[config.mk]
export PLATFORM = sky130hd
export DESIGN_NAME = reg_lock_tracker
export DESIGN_NICKNAME = d
export VERILOG_FILES = /design/src/rtl/reg_lock_tracker.sv
export SDC_FILE = /design/constraint.sdc
export NUM_CORES = 1
export LEC_CHECK = 0
export CORE_ASPECT_RATIO = 0.6
export CORE_MARGIN = 2
export CORE_UTILIZATION = 40
export DETAILED_ROUTE_END_ITERATION = 16
export GPL_ROUTABILITY_DRIVEN = 0
export PLACE_DENSITY = 0.74
export SLEW_MARGIN = 15
export SYNTH_ARGS = -nofsm -noshare
export SYNTH_HDL_FRONTEND = slang
export SYNTH_SLANG_ARGS = --single-unit
export TNS_END_PERCENT = 30
[constraint.sdc]
create_clock -name clk_i -period 1.9 [get_ports clk_i]
set_input_delay 0.38 -clock clk_i [delete_from_list [all_inputs] [get_ports clk_i]]
set_output_delay 0.38 -clock clk_i [all_outputs]
set_load 0.01 [all_outputs]
[src/rtl/reg_lock_tracker.sv]
// Register-lock scoreboard feeding reg_gnt_ckr: records issue locks, clears them on writeback,
// and forces all-locked during a blocking phase. Optional macro: REG_LOCK_TRACKER_WB_BYPASS_EN.
module reg_lock_tracker #(
  parameter int NR  = 32,
  parameter int NWB = 2
) (
  input  logic                              clk_i,
  input  logic                              arst_i,
  input  logic                              flush_i,
  input  logic                              issue_fire_i,
  input  logic                              issue_blocking_i,
  input  logic [NR-1:0]                     issue_locks_i,
  input  logic [NWB-1:0]                    wb_valid_i,
  input  logic [NWB*$clog2(NR)-1:0]         wb_rd_i,
  input  logic                              blk_done_i,
  output logic [NR-1:0]                     locks_o,
  output logic                              issue_ready_o,
  output logic                              busy_o,
  output logic                              wb_err_o
);

  localparam int RW = $clog2(NR);

  typedef enum logic {ST_RUN, ST_BLOCK} state_t;

  state_t          state_reg;
  logic [NR-1:0]   real_reg;
  logic [NR-1:0]   real_next;
  logic            err_reg;
  logic            ready_reg;

  logic [NWB-1:0][NR-1:0] port_mask;
  logic [NWB-1:0]         port_err;
  logic [NR-1:0]          wb_mask;
  logic [NR-1:0]          issue_mask;
  logic [NR-1:0]          new_mask;
  logic                   wb_hit_err;

  function automatic logic [NR-1:0] decode_rd(input logic valid, input logic [RW-1:0] rd);
    logic [NR-1:0] m;
    m = '0;
    for (int r = 0; r < NR; r++) begin
      if (valid && (rd == RW'(r))) m[r] = 1'b1;
    end
    return m;
  endfunction

  // An out-of-range index decodes to no bit and therefore also reports an error.
  for (genvar gi = 0; gi < NWB; gi++) begin : g_wb
    assign port_mask[gi] = decode_rd(wb_valid_i[gi], wb_rd_i[gi*RW +: RW]);
    assign port_err[gi]  = wb_valid_i[gi] && ((port_mask[gi] & real_reg) == '0);
  end

  always_comb begin
    wb_mask = '0;
    for (int k = 0; k < NWB; k++) wb_mask = wb_mask | port_mask[k];
    wb_mask[0] = 1'b0;
  end

  assign wb_hit_err = |port_err;

`ifdef REG_LOCK_TRACKER_WB_BYPASS_EN
  assign locks_o = (state_reg == ST_BLOCK) ? '1 : (real_reg & ~wb_mask);
`else
  assign locks_o = (state_reg == ST_BLOCK) ? '1 : real_reg;
`endif

  always_comb begin
    issue_mask    = issue_locks_i;
    issue_mask[0] = 1'b0;
    new_mask      = issue_mask & ~locks_o;
  end

  // Bits the issuing instruction asks for survive a same-cycle writeback: the new producer wins.
  assign real_next = (real_reg & ~(wb_mask & ~issue_mask)) | new_mask;

  assign issue_ready_o = ready_reg;
  assign busy_o        = (|real_reg) | (state_reg == ST_BLOCK);
  assign wb_err_o      = err_reg;

  always_ff @(posedge clk_i or posedge arst_i) begin
    if (arst_i) begin
      state_reg <= ST_RUN;
      real_reg  <= '0;
      err_reg   <= 1'b0;
      ready_reg <= 1'b1;
    end else if (flush_i) begin
      state_reg <= ST_RUN;
      real_reg  <= '0;
      err_reg   <= 1'b0;
      ready_reg <= 1'b1;
    end else begin
      err_reg <= err_reg | wb_hit_err;
      case (state_reg)
        ST_RUN: begin
          if (issue_fire_i && issue_blocking_i) begin
            real_reg  <= real_reg & ~wb_mask;
            state_reg <= ST_BLOCK;
            ready_reg <= 1'b0;
          end else if (issue_fire_i) begin
            real_reg <= real_next;
          end else begin
            real_reg <= real_reg & ~wb_mask;
          end
        end
        ST_BLOCK: begin
          real_reg <= real_reg & ~wb_mask;
          if (blk_done_i) begin
            state_reg <= ST_RUN;
            ready_reg <= 1'b1;
          end
        end
        default: begin
          state_reg <= ST_RUN;
          ready_reg <= 1'b1;
        end
      endcase
    end
  end

endmodule
==> results of run 1 <==
==> placed cells by master (no fill, tap or decap), types with 2 or more instances in the layout <==
cell / count
sky130_fd_sc_hd__buf_4: 78
sky130_fd_sc_hd__a22oi_1: 62
sky130_fd_sc_hd__clkdlybuf4s50_1: 47
sky130_fd_sc_hd__nor2_1: 35
sky130_fd_sc_hd__dfrtp_1: 33
sky130_fd_sc_hd__dlygate4sd2_1: 31
sky130_fd_sc_hd__or2_2: 30
sky130_fd_sc_hd__nand2_1: 17
sky130_fd_sc_hd__a21oi_1: 6
sky130_fd_sc_hd__inv_1: 5
sky130_fd_sc_hd__nand3_1: 5
sky130_fd_sc_hd__mux2i_1: 5
sky130_fd_sc_hd__mux2_2: 5
sky130_fd_sc_hd__o21ai_0: 5
sky130_fd_sc_hd__and3b_1: 5
sky130_fd_sc_hd__clkbuf_16: 5
sky130_fd_sc_hd__nor2b_1: 4
sky130_fd_sc_hd__and4b_1: 4
sky130_fd_sc_hd__nor4_1: 4
sky130_fd_sc_hd__nand4_1: 4
sky130_fd_sc_hd__a31oi_1: 4
sky130_fd_sc_hd__nor2_2: 3
sky130_fd_sc_hd__and3_1: 3
sky130_fd_sc_hd__and2_1: 3
sky130_fd_sc_hd__a32oi_1: 3
sky130_fd_sc_hd__nand3b_1: 3
sky130_fd_sc_hd__a221oi_2: 3
sky130_fd_sc_hd__o211ai_1: 3
sky130_fd_sc_hd__dlymetal6s2s_1: 3
sky130_fd_sc_hd__buf_6: 3
sky130_fd_sc_hd__or2_4: 2
sky130_fd_sc_hd__nand2b_1: 2
sky130_fd_sc_hd__nor3b_2: 2
sky130_fd_sc_hd__and4bb_2: 2
sky130_fd_sc_hd__nor4_2: 2
sky130_fd_sc_hd__a22o_1: 2
sky130_fd_sc_hd__o21ai_1: 2
sky130_fd_sc_hd__o2111ai_2: 2
sky130_fd_sc_hd__mux2_1: 2
==> cell families after synthesis <==
family          Yosys count  synth area share
compound gates          105             0.281
buf+inv                  41            0.0694
flops                    34             0.305
mux                      13            0.0515
simple gates            140             0.293
==> power breakdown <==
group          internal [mW]  switching (mW)
Combinational          0.420           0.414
Sequential             0.765          0.0314
Clock                  0.655           0.311
Total                   1.84           0.756
==> final timing paths <==
kind                                    start             to  slack, ns  cells after the start
worst min register to register  issue_ready_o  issue_ready_o       0.55                      2
worst max register to register   real_reg[24]       wb_err_o       0.05                      7
worst max-delay path              real_reg[6]         busy_o      -0.10                      4
max in group asynchronous              arst_i  issue_ready_o       1.07                      3
worst min-delay path                   arst_i   real_reg[31]       0.51                      3
min in group clk_i              issue_ready_o  issue_ready_o       0.55                      2
==> layer usage <==
metal  vias to the layer above  share of wire  track usage
li1                       1518              -            -
met1                      1658           0.40        0.439
met2                       320           0.40        0.486
met3                        60           0.16        0.129
met4                         0          0.034        0.117
met5                         -              0       0.0333
==> critical path: stages (launching register included) <==
cell and delay, ns:
sky130_fd_sc_hd__dfrtp_1 0.44, sky130_fd_sc_hd__nor4_4 0.33, sky130_fd_sc_hd__nand4_1 0.17, sky130_fd_sc_hd__or2_4 0.28, sky130_fd_sc_hd__buf_6 0.12
==> repair_timing <==
action | in CTS | in global routing
hold endpoints to repair | 0 | 0
setup endpoints to repair | 39 | 12
hold buffers | 0 | 0
pin swaps | 3 | 3
cloned | 0 | 0
gates resized for setup | 48 | 16
==> layout make-up <==
cell class	instances	area, µm²
tap	87	109
multi-input combinational	258	1840
fill	553	2270
clock inverter	1	30.0
inverter	5	18.8
clock buffer	7	143
timing repair buffer	164	1430
sequential	34	852
==> reports/qor_table.md, run 1 <==
| Quantity | Value |
|:---|:---|
| Worst-path clk slew | 0.06 ns |
| Number of antenna diodes | 0 |
| Total gr overflow | 0 |
| Library cell with the highest instance count after synthesis | sky130_fd_sc_hd__a22oi_1 |
| Max-slew violation total from the final report | 0 |
| Clock buffer count from CTS | 5 |
| Min setup slack post-route | -0.103 ns |
| Vias post-DR | 3556 |
| Fraction of synthesized cell area taken by the top area cell type | 0.296 |
| Number of enable-type register cells in the synthesized netlist | 0 |
| Total number of nets in the final design | 518 |
| Post-DP HPWL | 9.35 mm |
| Part of the Yosys area used for sequential elements | 0.305 |
| Synthesized flop and latch total | 34 |
| Crit path kind | reg2out |
| Root buffer cell | sky130_fd_sc_hd__clkbuf_16 |
| Violation count after the first detailed-routing iteration | 569 |
| Number of distinct library cells after synthesis | 56 |
| Max-cap viol count | 0 |
| Critical path startpoint category | register |
| Std-Cell Rows | 23 |
| Cell accounting for the most synthesized area | sky130_fd_sc_hd__dfrtp_1 |
| Leakage power total | 2.09 nW |
| Async set or reset register ratio after synthesis | 1.00 |
| Height of the die | 68.7 µm |
| Post-Synthesis Cell Area | 2790 µm² |
| Max FFs per register | 31 |
| DP Worst Slack | -0.431 ns |
| Final TNS setup | -0.154 ns |
| Number of port buffers | 83 |
| 1st-pass router iterations | 8 |
| Number of buffers added for setup after CTS | 0 |
| Pwr per Cell Area | 586 nW/µm² |
| Post-layout total power | 2.60 mW |
| Worst Tran Pin Value | 0.448 ns |
| Setup repair after global routing missed its margin | true |
| Setup-failing EPs final | 2 |
| Dominant register cell in the synthesized netlist | sky130_fd_sc_hd__dfrtp_1 |
| Die Wd | 112 µm |
| H-tree level count | 2 |
| Number of sinks driven by the clock tree | 34 |
| Starting density of the core | 0.417 |
| Placed cells | 548 |
| Status | complete, but fails checks |
| Worst slack on hold paths | 0.506 ns |
| Violated checks | setup timing |
| Highest clock frequency the design can meet | 499 MHz |
| Post-layout minimum cycle time | 2.00 ns |
| Number of buffers on the longest clock path | 2 |
| Warning count from the yosys run | 0 |
| Area added between synthesis and finish | 58.6% |
| Placed Instance Area | 4180 µm² |
| Share of final-layout standard cells stronger than drive strength 1 | 0.326 |
| Avg Inst Size Synth | 8.39 µm² |
| Critical path endpoint category | primary output |
| Maximum number of pins on one net before global-route repair | 35 |
| Final non-filler cell total | 556 |
| Detailed Route WL | 12.7 mm |
| Number of antenna violations at the first check in global routing | 0 |
| Wire length of the first global-routing pass | 18.8 mm |
| CTS tree | yes |
| Leading post-synthesis cells by cell area | sky130_fd_sc_hd__dfrtp_1, sky130_fd_sc_hd__a22oi_1, sky130_fd_sc_hd__or2_2 |
| Drc violations | 0 |
| Number of top-level design ports | 85 |
| Global-route usage over all layers | 0.329 |
| Post-route antenna net violation count | 0 |
| Placeable Area | 6710 µm² |
| Final core utilization | 0.661 |
| Type of the tightest min-delay check | in2async |
| Critical path arrival | 1.62 ns |
| Worst IR Drop VDD | 0.298 mV |
| Final Hold Violating Endpoints | 0 |
| Vias/cell | 6.40 |
| Area of the die | 7690 µm² |
| Final routed wire length divided by cell count | 22.8 µm |
| Total nets after synthesis | 383 |
| Cell types with the highest counts after synthesis | sky130_fd_sc_hd__a22oi_1, sky130_fd_sc_hd__nor2_1, sky130_fd_sc_hd__dfrtp_1 |
| Post-route clock period utilization | 1.05 |
| Worst rel slew slack | 0.701 |
| Final cell area excluding filler cells | 4430 µm² |
| Worst endpoint required time | 1.52 ns |
| Maximum clock skew at final layout | 0.00203 ns |
| Via count of the first global-routing pass | 3367 |
| Latest clock arrival within the worst-skew pair | 0.27 ns |
| Largest fanout on the critical path | 2 |
| Post-Synthesis Cells | 333 |
(Power assumes the default switching activity.)
==> inputs of run 2 (changes only) <==
Settings changed: GPL_TIMING_DRIVEN set to 0.
==> run 2 against run 1 <==
The flow still finishes with violations (setup timing). Hold slack improved by 0.018 ns. Maximum frequency fell by 0.28%. Sequential share of layout area rose by 2.8 points. Setup slack got worse by 0.0057 ns. Register-to-register slack improved by 0.06 ns. Non-clock buffer count fell by 42. Die area did not move. Utilization fell by 7.4 points. Critical endpoint is now wb_err_o. Highest routed layer unchanged.
==> reports/qor_table.md, run 2 (same netlist as run 1, synthesis figures left out) <==
| Quantity | Value | vs previous |
|:---|:---|:---|
| Setup-failing EPs final | 8 | was 2 |
| Critical path startpoint category | input port | was register |
| Global-route usage over all layers | 0.297 | was 0.329 |
| Maximum number of pins on one net before global-route repair | 35 | unchanged |
| Most common cell after layout, fill and taps aside | sky130_fd_sc_hd__a22oi_1 | was sky130_fd_sc_hd__buf_4 |
| Post-route antenna net violation count | 0 | unchanged |
| 1st-pass router iterations | 8 | unchanged |
| Final routed wire length divided by cell count | 22.5 µm | was 22.8 µm |
| Worst Tran Pin Value | 0.789 ns | was 0.448 ns |
| Violated checks | setup timing | unchanged |
| Number of antenna diodes | 0 | unchanged |
| Type of the tightest min-delay check | reg2reg | was in2async |
| Number of port buffers | 80 | was 83 |
| Worst slack on hold paths | 0.524 ns | was 0.506 ns |
| Worst IR Drop VDD | 0.293 mV | was 0.298 mV |
| Post-route clock period utilization | 1.06 | was 1.05 |
| Worst rel slew slack | 0.472 | was 0.701 |
| Status | complete, but fails checks | unchanged |
| H-tree level count | 2 | unchanged |
| Detailed Route WL | 11.6 mm | was 12.7 mm |
| Number of top-level design ports | 85 | unchanged |
| Wire length of the first global-routing pass | 17.2 mm | was 18.8 mm |
| Vias/cell | 6.61 | was 6.40 |
| Maximum clock skew at final layout | 0.00392 ns | was 0.00203 ns |
| Worst-path clk slew | 0.06 ns | about the same |
| Via count of the first global-routing pass | 3077 | was 3367 |
| Final TNS setup | -0.351 ns | was -0.154 ns |
| Area of the die | 7690 µm² | unchanged |
| Number of buffers inserted by hold repair at cts | 0 | unchanged |
| Starting density of the core | 0.417 | unchanged |
| Critical path arrival | 2.15 ns | was 1.62 ns |
| Final non-filler cell total | 514 | was 556 |
| CTS tree | yes | unchanged |
| Violation count after the first detailed-routing iteration | 549 | was 569 |
| Drc violations | 0 | unchanged |
| Std-Cell Rows | 23 | unchanged |
| Placed cells | 500 | was 548 |
| Pwr per Cell Area | 604 nW/µm² | was 586 nW/µm² |
| Height of the die | 68.7 µm | unchanged |
| Worst endpoint required time | 2.04 ns | was 1.52 ns |
| Clock buffer count from CTS | 5 | unchanged |
| Post-layout minimum cycle time | 2.01 ns | was 2.00 ns |
| Number of antenna violations at the first check in global routing | 0 | unchanged |
| Min setup slack post-route | -0.108 ns | was -0.103 ns |
| Area added between synthesis and finish | 40.7% | was 58.6% |
| Vias post-DR | 3399 | was 3556 |
| Root buffer cell | sky130_fd_sc_hd__clkbuf_16 | unchanged |
| Commonest cells after routing, fill and taps aside | sky130_fd_sc_hd__a22oi_1, sky130_fd_sc_hd__clkdlybuf4s50_1, sky130_fd_sc_hd__nor2_1 | was sky130_fd_sc_hd__buf_4, sky130_fd_sc_hd__a22oi_1, sky130_fd_sc_hd__clkdlybuf4s50_1 |
| Critical path endpoint category | register | was primary output |
| Total gr overflow | 0 | unchanged |
| Post-DP HPWL | 8.28 mm | was 9.35 mm |
| Final Hold Violating Endpoints | 0 | unchanged |
| Number of buffers on the longest clock path | 2 | unchanged |
| Latest clock arrival within the worst-skew pair | 0.29 ns | was 0.27 ns |
| Share of final-layout standard cells stronger than drive strength 1 | 0.347 | was 0.326 |
| Max-slew violation total from the final report | 0 | unchanged |
| Post-layout total power | 2.37 mW | was 2.60 mW |
| Setup repair after global routing missed its margin | true | unchanged |
| Die Wd | 112 µm | unchanged |
| Number of fill cells in the layout | 608 | was 553 |
| Number of sinks driven by the clock tree | 34 | unchanged |
| Placeable Area | 6710 µm² | unchanged |
| DP Worst Slack | -0.455 ns | was -0.431 ns |
| Max FFs per register | 31 | unchanged |
| Leakage power total | 1.70 nW | was 2.09 nW |
| Total number of nets in the final design | 476 | was 518 |
| Max-cap viol count | 0 | unchanged |
| Largest fanout on the critical path | 7 | was 2 |
| Highest clock frequency the design can meet | 498 MHz | was 499 MHz |
| Crit path kind | in2reg | was reg2out |
[run 2: layout make-up]
type,instances,area [µm²],area share
Buffer,32,203,0.0516
Clock buffer,6,139,0.0353
Clock inverter,2,12.5,0.00318
Inverter,5,18.8,0.00477
Multi-Input combinational cell,258,1850,0.471
Sequential cell,34,867,0.221
Tap cell,87,109,0.0277
Timing Repair Buffer,90,731,0.186
[run 2: final timing paths]
| check | slack (ns) | cells after the start | start | endpoint |
|---|---|---|---|---|
| worst min-delay path | 0.52 | 2 | issue_ready_o | issue_ready_o |
| worst max register to register | 0.11 | 6 | real_reg[8] | wb_err_o |
| worst max-delay path | -0.11 | 8 | wb_valid_i[1] | wb_err_o |
| min in group asynchronous | 0.54 | 2 | arst_i | state_reg |
| max in group asynchronous | 0.85 | 2 | arst_i | real_reg[14] |
| worst min register to register | 0.52 | 2 | issue_ready_o | issue_ready_o |
[run 2: per-stage QoR]
step	util	instance area, µm²
after floorplan	-	2790
after global placement	0.552	3700
after detailed placement	0.552	3700
after CTS	0.588	3950
after global routing	0.586	3930
final	0.586	3930
[run 2: layer usage]
layer,vias up,share of wire,track usage
li1,1438,-,-
met1,1591,0.40,0.414
met2,315,0.39,0.415
met3,55,0.18,0.125
met4,0,0.036,0.0941
met5,-,0,0
[run 2: worst max-delay path, stage by stage]
cell                              delay, ns
sky130_fd_sc_hd__clkdlybuf4s50_1       0.49
sky130_fd_sc_hd__nor4bb_1              0.26
sky130_fd_sc_hd__buf_2                 0.26
sky130_fd_sc_hd__nand2_1               0.11
sky130_fd_sc_hd__o2111ai_1             0.12
sky130_fd_sc_hd__a21oi_1               0.10
sky130_fd_sc_hd__o2111ai_1             0.29
sky130_fd_sc_hd__o221ai_2              0.14
[run 2: power breakdown]
part	internal, mW	switching (mW)	total, mW
clock network	0.519	0.331	0.850
registers	0.767	0.0784	0.845
logic	0.337	0.340	0.677
[run 2: timing repair]
item                       CTS  global route
pin swaps                    2             4
setup buffers                9             1
setup endpoints to repair   49            38
gates cloned                 0             0
resized for setup          136            36
==> inputs of run 3 (changes only) <==
==> constraint.sdc (replaced) <==
create_clock -name clk_i -period 1.9 [get_ports clk_i]
set_input_delay 0.38 -clock clk_i [delete_from_list [all_inputs] [get_ports clk_i]]
set_output_delay 0.38 -clock clk_i [all_outputs]
set_load 0.1 [all_outputs]
==> run 3 against run 2 <==
The flow still finishes with violations (setup timing). Setup slack worse by 0.073 ns. Sequential share of layout area down 1.0 points. Via count is 0.38% lower. Total power grew 28%. Maximum frequency shrank 3.5%. Utilization is 2.2 points higher. Combinational power up 80%. Final area is 3.8% higher. Routed wire length increased by 2.0%. Largest cell class unchanged.
==> reports/qor_table.md, run 3 (same netlist as run 1, synthesis figures left out) <==
| Quantity | Value | vs previous |
|:---|:---|:---|
| Global-route usage over all layers | 0.302 | was 0.297 |
| CTS tree | yes | unchanged |
| Wire length of the first global-routing pass | 17.5 mm | was 17.2 mm |
| 1st-pass router iterations | 7 | was 8 |
| Status | complete, but fails checks | unchanged |
| Final Hold Violating Endpoints | 0 | unchanged |
| Number of fill cells in the layout | 572 | was 608 |
| Vias post-DR | 3386 | was 3399 |
| Min-Delay Startpoint | issue_ready_o | unchanged |
| Critical path startpoint category | input port | unchanged |
| Post-layout total power | 3.03 mW | was 2.37 mW |
| Area of the die | 7690 µm² | unchanged |
| Largest stage delay on the critical path | 0.50 ns | was 0.49 ns |
| Number of antenna violations at the first check in global routing | 0 | unchanged |
| Worst rel slew slack | 0.368 | was 0.472 |
| Number of sinks driven by the clock tree | 34 | unchanged |
| Via count of the first global-routing pass | 3076 | was 3077 |
| Critical path endpoint category | register | unchanged |
| Max FFs per register | 31 | unchanged |
| Final routed wire length divided by cell count | 23.1 µm | was 22.5 µm |
| Largest fanout on the critical path | 9 | was 7 |
| Maximum clock skew at final layout | 0.00460 ns | was 0.00392 ns |
| Critical path arrival | 2.29 ns | was 2.15 ns |
| Area added between synthesis and finish | 46.1% | was 40.7% |
| Length in cells of the worst reg-to-reg path | 5 | was 6 |
| Type of the tightest min-delay check | reg2reg | unchanged |
| Cells along the critical path | clkdlybuf4s50_1 > nor2b_1 > clkbuf_1 > a311oi_2 > o21ai_1 > a221oi_2 > o2111ai_1 > o221ai_2 | was clkdlybuf4s50_1 > nor4bb_1 > buf_2 > nand2_1 > o2111ai_1 > a21oi_1 > o2111ai_1 > o221ai_2 |
| Post-layout minimum cycle time | 2.08 ns | was 2.01 ns |
| Slowest cell on the critical path | sky130_fd_sc_hd__clkdlybuf4s50_1 | unchanged |
| Worst IR Drop VDD | 0.518 mV | was 0.293 mV |
| Min setup slack post-route | -0.182 ns | was -0.108 ns |
| Placed cells | 500 | unchanged |
| Vias/cell | 6.61 | about the same |
| Pwr per Cell Area | 743 nW/µm² | was 604 nW/µm² |
| Height of the die | 68.7 µm | unchanged |
| Highest clock frequency the design can meet | 480 MHz | was 498 MHz |
| Worst Tran Pin Value | 0.952 ns | was 0.789 ns |
| Die Wd | 112 µm | unchanged |
| Worst endpoint required time | 2.10 ns | was 2.04 ns |
| Share of final-layout standard cells stronger than drive strength 1 | 0.320 | was 0.347 |
| Placeable Area | 6710 µm² | unchanged |
| Total number of nets in the final design | 474 | was 476 |
| Max-cap viol count | 0 | unchanged |
| Root buffer cell | sky130_fd_sc_hd__clkbuf_16 | unchanged |
| Post-route antenna net violation count | 0 | unchanged |
| Worst-path clk slew | 0.06 ns | about the same |
| Detailed Route WL | 11.8 mm | was 11.6 mm |
| Total gr overflow | 0 | unchanged |
| Number of buffers on the longest clock path | 2 | unchanged |
| Post-route clock period utilization | 1.10 | was 1.06 |
| Clock buffer count from CTS | 5 | unchanged |
| Worst reg2reg path endpoint | wb_err_o | unchanged |
| Violation count after the first detailed-routing iteration | 549 | unchanged |
| Launch instance of the worst register-to-register path | real_reg[28] | was real_reg[8] |
| Number of instances on the worst hold path | 2 | unchanged |
| Leakage power total | 1.77 nW | was 1.70 nW |
| H-tree level count | 2 | unchanged |
| Violated checks | setup timing | unchanged |
| Setup-failing EPs final | 31 | was 8 |
| Setup repair after global routing missed its margin | true | unchanged |
| Number of top-level design ports | 85 | unchanged |
| Latest clock arrival within the worst-skew pair | 0.28 ns | was 0.29 ns |
| Post-DP HPWL | 8.33 mm | was 8.28 mm |
| Most common cell after layout, fill and taps aside | sky130_fd_sc_hd__a22oi_1 | unchanged |
| Commonest cells after routing, fill and taps aside | sky130_fd_sc_hd__a22oi_1, sky130_fd_sc_hd__clkdlybuf4s50_1, sky130_fd_sc_hd__nor2_1 | unchanged |
| Sink of the worst hold path | issue_ready_o | unchanged |
| Number of antenna diodes | 0 | unchanged |
| Final TNS setup | -0.835 ns | was -0.351 ns |
| Worst-case register-to-register setup slack | 0.10 ns | was 0.11 ns |
| Final non-filler cell total | 512 | was 514 |
| Final core utilization | 0.609 | was 0.586 |
| Drc violations | 0 | unchanged |
| Number of port buffers | 80 | unchanged |
| Crit path kind | in2reg | unchanged |
| Max-slew violation total from the final report | 0 | unchanged |
| Maximum number of pins on one net before global-route repair | 35 | unchanged |
| Worst slack on hold paths | 0.526 ns | was 0.524 ns |
| Starting density of the core | 0.417 | unchanged |
| Std-Cell Rows | 23 | unchanged |
-- run 3: critical path: cells and delay by family --
family / cells / cell delay (ns)
AOI/OAI and AO/OA: 5 / 0.98
buffers and inverters: 2 / 0.75
and+or+nand+nor: 1 / 0.17
-- run 3: repair_timing --
item,CTS,global route
buffers inserted,0,4
setup endpoints to repair,53,56
hold buffers,0,0
pin swaps,1,1
gates resized for setup,206,68
-- run 3: layout make-up --
| class | instances | area, µm² | share of cell area |
|---|---|---|---|
| inverter | 5 | 18.8 | 0.00460 |
| buffer | 36 | 196 | 0.0481 |
| clock buffer | 7 | 143 | 0.0349 |
| multi-input combinational | 258 | 1840 | 0.452 |
| clock inverter | 1 | 30.0 | 0.00736 |
| timing repair buffer | 84 | 883 | 0.216 |
| tap | 87 | 109 | 0.0267 |
| sequential | 34 | 858 | 0.210 |
-- run 3: power by group --
| group | total (mW) | leakage, nW | switching, mW | internal [mW] |
|---|---|---|---|---|
| clock network | 0.968 | 0.0841 | 0.313 | 0.655 |
| logic | 1.22 | 1.24 | 0.822 | 0.399 |
| registers | 0.846 | 0.450 | 0.0809 | 0.765 |
-- run 3: worst max path at each step --
stage                  startpoint        to  cells past startpoint
floorplan               state_reg    busy_o                      4
global placement        state_reg    busy_o                      5
detailed placement      state_reg    busy_o                      5
CTS                    wb_rd_i[6]  wb_err_o                      8
global route        wb_valid_i[0]  wb_err_o                      8
finish                 wb_rd_i[3]  wb_err_o                      8
-- run 3: per-layer routing --
layer / routed length, µm / vias to the layer above / global-route usage
met4: 514 / 0 / 0.103
li1: - / 1438 / -
met1: 4780 / 1579 / 0.402
met3: 1780 / 77 / 0.113
met5: 0 / - / 0
met2: 4740 / 292 / 0.455
-- run 3: through the flow --
stage	setup WS (ns)	instance area [µm²]
after floorplan	0.0844	2800
after global placement	-0.732	3710
after detailed placement	-0.730	3710
after CTS	-0.215	3850
after global routing	-0.222	4080
final	-0.182	4080
